### config.mk
export PLATFORM = sky130hd
export DESIGN_NAME = jpeg_rgb_store
export DESIGN_NICKNAME = d
export VERILOG_FILES = /design/src/rtl/jpeg_rgb_store.sv
export SDC_FILE = /design/constraint.sdc
export NUM_CORES = 2
export LEC_CHECK = 0
export CORE_AREA = 2 2 260 391
export CTS_CLUSTER_SIZE = 16
export DETAILED_ROUTE_END_ITERATION = 12
export DIE_AREA = 0 0 262 393
export PLACE_DENSITY_LB_ADDON = 0.1
export SETUP_SLACK_MARGIN = 0.2
export SLEW_MARGIN = 20
export SYNTH_ARGS = -nofsm -noshare
export SYNTH_HDL_FRONTEND = slang
export SYNTH_SLANG_ARGS = --single-unit
### constraint.sdc
create_clock -name clk -period 18.4 [get_ports clk]
set_input_delay 2.76 -clock clk [delete_from_list [all_inputs] [get_ports clk]]
set_output_delay 2.76 -clock clk [all_outputs]
set_load 0.02 [all_outputs]
### src/rtl/jpeg_rgb_store.sv
// jpeg_rgb_store: turns the decoder's MCU-ordered pixel stream into
// raster-addressed 32-bit write requests, with a small FIFO and frame tracking.
module jpeg_rgb_store #(
    parameter int                ADDR_W     = 32,
    parameter logic [ADDR_W-1:0] BASE_ADDR  = '0,
    parameter int                FIFO_DEPTH = 16
) (
    input  logic                        clk,
    input  logic                        rst,
    input  logic                        FrameStart,
    input  logic                        PixEnable,
    input  logic [15:0]                 PixWidth,
    input  logic [15:0]                 PixHeight,
    input  logic [15:0]                 PixX,
    input  logic [15:0]                 PixY,
    input  logic [7:0]                  PixR,
    input  logic [7:0]                  PixG,
    input  logic [7:0]                  PixB,
    output logic                        WrValid,
    input  logic                        WrReady,
    output logic [ADDR_W-1:0]           WrAddr,
    output logic [31:0]                 WrData,
    output logic [$clog2(FIFO_DEPTH):0] Level,
    output logic                        Overflow,
    output logic                        Dropped,
    output logic                        FrameDone,
    output logic [31:0]                 PixelCount
);

    localparam int AW = $clog2(FIFO_DEPTH);
    localparam logic [AW:0] DEPTH_C = (AW+1)'(FIFO_DEPTH);

    typedef enum logic {IDLE, RUN} state_t;

    // stage 1
    logic        s1_en_q;
    logic [15:0] s1_x_q, s1_y_q, s1_w_q, s1_h_q;
    logic [7:0]  s1_r_q, s1_g_q, s1_b_q;

    // stage 2
    logic              s2_ok_q, s2_bad_q;
    logic [ADDR_W-1:0] s2_addr_q;
    logic [31:0]       s2_data_q, s2_tgt_q;

    logic [31:0]       idx, off;
    logic [ADDR_W-1:0] addr_w;
    logic              in_range;

    // fifo
    logic [ADDR_W-1:0] addr_mem [FIFO_DEPTH];
    logic [31:0]       data_mem [FIFO_DEPTH];
    logic [AW:0]       wp_q, rp_q, count;
    logic              full, empty, push, pop, ovf;

    // status and frame tracking
    logic        ovf_q, drop_q, done_q, done_d, final_pop;
    state_t      state_q, state_d;
    logic [31:0] cnt_q, cnt_d, tgt_q, tgt_d;

    assign idx      = 32'(s1_w_q) * 32'(s1_y_q) + 32'(s1_x_q);
    assign off      = {idx[29:0], 2'b00};
    assign addr_w   = BASE_ADDR + ADDR_W'(off);
    assign in_range = (s1_x_q < s1_w_q) && (s1_y_q < s1_h_q);

    // Input register: capture the decoder port every cycle
    always_ff @(posedge clk) begin
        if (rst) begin
            s1_en_q <= 1'b0;
            s1_x_q  <= '0;
            s1_y_q  <= '0;
            s1_w_q  <= '0;
            s1_h_q  <= '0;
            s1_r_q  <= '0;
            s1_g_q  <= '0;
            s1_b_q  <= '0;
        end else begin
            s1_en_q <= PixEnable;
            s1_x_q  <= PixX;
            s1_y_q  <= PixY;
            s1_w_q  <= PixWidth;
            s1_h_q  <= PixHeight;
            s1_r_q  <= PixR;
            s1_g_q  <= PixG;
            s1_b_q  <= PixB;
        end
    end

    // Address stage: raster address, range test and frame size
    always_ff @(posedge clk) begin
        if (rst) begin
            s2_ok_q   <= 1'b0;
            s2_bad_q  <= 1'b0;
            s2_addr_q <= '0;
            s2_data_q <= '0;
            s2_tgt_q  <= '0;
        end else begin
            s2_ok_q   <= s1_en_q & in_range;
            s2_bad_q  <= s1_en_q & ~in_range;
            s2_addr_q <= addr_w;
            s2_data_q <= {8'h00, s1_r_q, s1_g_q, s1_b_q};
            s2_tgt_q  <= 32'(s1_w_q) * 32'(s1_h_q);
        end
    end

    assign count = wp_q - rp_q;
    assign full  = (count == DEPTH_C);
    assign empty = (count == '0);
    assign pop   = ~empty & WrReady;
    // a full FIFO still accepts a push when the head leaves in the same cycle
    assign push  = s2_ok_q & (~full | pop);
    assign ovf   = s2_ok_q & full & ~pop;

    // FIFO storage; no reset needed, outputs are gated by occupancy
    always_ff @(posedge clk) begin
        if (push) begin
            addr_mem[wp_q[AW-1:0]] <= s2_addr_q;
            data_mem[wp_q[AW-1:0]] <= s2_data_q;
        end
    end

    // FIFO pointers
    always_ff @(posedge clk) begin
        if (rst) begin
            wp_q <= '0;
            rp_q <= '0;
        end else begin
            if (push) wp_q <= wp_q + 1'b1;
            if (pop)  rp_q <= rp_q + 1'b1;
        end
    end

    assign WrValid = ~empty;
    assign WrAddr  = empty ? '0 : addr_mem[rp_q[AW-1:0]];
    assign WrData  = empty ? '0 : data_mem[rp_q[AW-1:0]];
    assign Level   = count;

    // Sticky status flags; a new discard wins over FrameStart
    always_ff @(posedge clk) begin
        if (rst) begin
            ovf_q  <= 1'b0;
            drop_q <= 1'b0;
        end else begin
            if (ovf)             ovf_q <= 1'b1;
            else if (FrameStart) ovf_q <= 1'b0;
            if (s2_bad_q)        drop_q <= 1'b1;
        end
    end

    // Frame tracking next state: count pops, detect the final one, re-arm
    always_comb begin
        state_d   = state_q;
        cnt_d     = cnt_q;
        tgt_d     = tgt_q;
        done_d    = 1'b0;
        final_pop = pop && (state_q == RUN) && !FrameStart
                    && (cnt_q + 32'd1 == tgt_q);
        if (FrameStart) begin
            cnt_d   = '0;
            state_d = IDLE;
        end else if (final_pop) begin
            cnt_d   = '0;
            state_d = IDLE;
            done_d  = 1'b1;
        end else if (pop) begin
            cnt_d   = cnt_q + 32'd1;
        end
        if (push && state_d == IDLE) begin
            state_d = RUN;
            tgt_d   = s2_tgt_q;
        end
    end

    // Frame tracking state register
    always_ff @(posedge clk) begin
        if (rst) begin
            state_q <= IDLE;
            cnt_q   <= '0;
            tgt_q   <= '0;
            done_q  <= 1'b0;
        end else begin
            state_q <= state_d;
            cnt_q   <= cnt_d;
            tgt_q   <= tgt_d;
            done_q  <= done_d;
        end
    end

    assign Overflow   = ovf_q;
    assign Dropped    = drop_q;
    assign FrameDone  = done_q;
    assign PixelCount = cnt_q;

endmodule

==> out/results.tsv <==
stage	metric	value	unit
worst_setup_path	r2r-start	s1_w_q[9]$_SDFF_PP0_	
clocking	cts_resized	0	
synthesis	synth_xor_xnor_area_share	1.79	%
synthesis	async_reset_ff_share	0	%
power	p_leak	0.0251	uW
synthesis	synth_compound_gate_area_share	3.33	%
clocking	cts_sinks	1123	
global_route	track_usage	28.6	%
floorplanning	die_h	393	microns
synthesis	postSynthAreaPerCell	13.6	sq um
clocking	cts_root_buf	clkbuf_16	
placed_design	hpwl	89700	microns
global_route	antenna_found_initial	2	
synthesis	synth_seq_area_share	51.6	%
synthesis	syn_inst	4430	
clocking	cts_tree	built	
clocking	clockBufferDepth	3	
min_path	min-delay-start	s1_b_q[4]$_SDFF_PP0_	
sta	hold_violations	0	
sta	worst_pin_slew	1230	ps
routing	drc	0	
floorplanning	pin_count	198	
sta	postLayoutSetupSlackWorst	11070	ps
routing	first_pass_iters	6	
layout	syn_to_final_growth	11.2	%
worst_setup_path	arrival	4570	ps
synthesis	yosysWarnings	0	
sta	holdWs	435	ps
placed_design	dp_slack	11500	ps
global_route	overflow	0	
clocking	cts_made_buffers	102	
worst_setup_path	startpoint	wp_q[0]$_SDFFE_PP0P_	
power	power	7270	uW
outcome	status	complete, no violations	
routing	wl	142000	microns
routing	routedWlPerCell	23.9	microns
placed_design	numPortBuffers	187	
synthesis	yosys.area_share.simple	9.62	%
routing	ant_nets	0	
sta	fmax	0.136	GHz
worst_setup_path	crit_fanout	30	
clocking	hold_buffers	0	
layout	num_antenna_cells	0	
floorplanning	core_area	99500	sq um
layout	drive_gt1_share	11.6	%
synthesis	ys_types	74	
clocking	htree_levels	3	
min_path	hold_class	register to register	
sta	finalCriticalPeriod	7330	ps
synthesis	postSynthRegisterBits	1123	
synthesis	synth_top_family_by_area	adder cells	
flow_run	drv_cap	0	
routing	num_vias	35500	
synthesis	netlist_area	60300	sq um
power	power_density	108	nW/um^2
power	ir_drop	85.9	uV
worst_setup_path	crit_path_start_kind	register	
synthesis	synth_mux_area_share	10.2	%
sta	relSlewSlack	18.2	%
sta	min_period_over_period	39.8	%
floorplanning	rows	142	
synthesis	synth_edf_count	864	
global_route	grt_pass1_wl	218000	microns
sta	rsz0062_at_grt	false	
global_route	first_global_vias	37400	
placed_design	routabilityCongestion	0.933	
routing	dr.first_iter.drc_count	2935	
worst_setup_path	required	15640	ps
floorplanning	start_util	60.6	%
clocking	clk_latency	700	ps
layout	nets	5287	
worst_setup_path	end_kind	output pin	
floorplanning	die_x	262	microns
worst_setup_path	critPathKind	register to output pin	
clocking	path_clk_slew	60	ps
sta	setup_violations	0	
synthesis	synth-main-ff-cell	edfxtp_1	
sta	fin_skew	43.8	ps
synthesis	synth_adder_area_share	18.4	%
global_route	grt_max_degree	167	
sta	slew_violations	0	
clocking	postCtsSetupBuffers	0	
sta	fin_setup_tns	0	ps
routing	vias_per_cell	5.97	
floorplanning	dieArea	103000	sq um
-- synthesized netlist by cell type (4+ instances only) --
cell type / n / share of area [%]
o211ai_1: 9 / 0.11
a21oi_1: 55 / 0.46
ha_1: 239 / 5.0
nand3_1: 35 / 0.29
a41oi_1: 32 / 0.46
a21o_1: 30 / 0.37
clkbuf_1: 185 / 1.2
o21ai_0: 38 / 0.32
a311oi_1: 4 / 0.058
nor3_1: 31 / 0.26
inv_1: 552 / 3.4
nor2b_1: 187 / 1.9
clkinv_1: 5 / 0.031
nor3b_1: 9 / 0.11
edfxtp_1: 864 / 43
o311ai_1: 4 / 0.058
buf_6: 8 / 0.15
or3_1: 5 / 0.052
nand2b_1: 14 / 0.15
fa_1: 404 / 13
nand4_1: 55 / 0.57
mux2i_1: 4 / 0.066
mux4_2: 270 / 10
nor2_1: 263 / 1.6
o21bai_1: 7 / 0.087
a31oi_1: 15 / 0.16
or2_2: 5 / 0.052
and2_1: 131 / 1.4
dfxtp_1: 259 / 8.6
nand2_1: 387 / 2.4
nor4_1: 21 / 0.22
o311ai_0: 30 / 0.44
and4_1: 12 / 0.17
xor2_1: 60 / 0.87
buf_2: 8 / 0.066
o31a_1: 5 / 0.073
o21a_1: 9 / 0.11
xnor2_1: 63 / 0.91
buf_1: 23 / 0.14
a211oi_1: 10 / 0.12
a2111oi_0: 5 / 0.073
buf_4: 11 / 0.14
and3_1: 16 / 0.17
-- metrics by stage --
stage	instance area, sq um	cells	utilization, %
after global placement	63400	5741	63.8
after CTS	67000	5934	67.4
after detailed placement	63400	5741	63.8
after global routing	67100	5936	67.4
after floorplan	60400	4439	-
final	67100	5936	67.4
-- cells in the final DEF, fill, tap and decap left out, drive strengths merged, types with 6 or more instances in the layout --
cell type	instances
o21ai	40
nand2b	14
and3	16
xnor2	63
nor2b	187
and2	131
o211ai	9
a31oi	15
inv	562
o311ai	34
conb	10
nor3b	9
buf	56
a2111oi	6
nor4	21
edfxtp	864
nand2	387
clkinv	41
bufinv	15
nor3	31
a211oi	10
clkbuf	131
ha	239
nand3	35
xor2	60
mux4	270
fa	404
nand4	56
o21a	9
clkdlybuf4s50	186
and4	12
o21bai	7
a41oi	32
a21oi	55
dfxtp	259
nor2	263
a21o	30
-- final timing paths --
path	cells after the start	slack (ps)	to
hold / removal	1	440	s2_data_q[4]$_SDFF_PP0_
setup reg to reg	20	11450	s2_tgt_q[24]$_SDFF_PP0_
hold reg to reg	1	440	s2_data_q[4]$_SDFF_PP0_
setup / recovery	10	11070	WrData[3]
-- metal layers --
layer  up-vias  track usage, %  part of all wire, %  wire, microns
met3       330            4.04                  5.9           8420
met2      1252            51.0                   53          75100
li1      15600               -                    -              -
met4         2            11.9                  4.4           6190
met5         -               0               0.0092             13
met1     18200            34.9                   37          52200
-- flip-flops by register name (all words and copies together), names as in the netlist, 5 cells and up, named ones only --
signal and count:
addr_mem 480, data_mem 384, PixelCount 32, s2_tgt_q 32, tgt_q 32, s2_addr_q 30
s2_data_q 24, s1_h_q 16, s1_w_q 16, s1_x_q 16, s1_y_q 16, s1_b_q 8
s1_g_q 8, s1_r_q 8, rp_q 5, wp_q 5
-- cells by family (layout without fill, tap and decap cells) --
kind of cell / count (synthesis) / after routing
simple gates: 1187 / 1187
xor+xnor: 123 / 123
fa+ha+maj: 643 / 643
flops: 1123 / 1123
mux: 276 / 276
other cells: 1 / 10
buf+inv: 794 / 995
compound gates: 283 / 283
-- where the power goes --
group          leakage, uW  internal (uW)  switching, uW
Sequential         0.00988           2860            156
Combinational       0.0134            943           1050
Clock              0.00177           1300            957
-- area by class of cell --
class                           count  area (sq um)
Inverter                          559          2100
Clock inverter                     63           796
Fill cell                        7052         32400
Tap cell                         1296          1620
Timing Repair Buffer              243          2340
Sequential cell                  1123         31100
Multi-Input combinational cell   2522         26300
Clock buffer                      130          2810
-- critical path, cell delays in order (launching register included) --
cell             delay, ps
dfxtp_1                420
inv_1                  120
ha_1                   230
fa_1                   520
inv_1                   70
nor4_1                 250
mux2i_1                220
nor2_4                 850
buf_4                  500
nor2b_1                 90
clkdlybuf4s50_1        560
(Power assumes the default switching activity.)
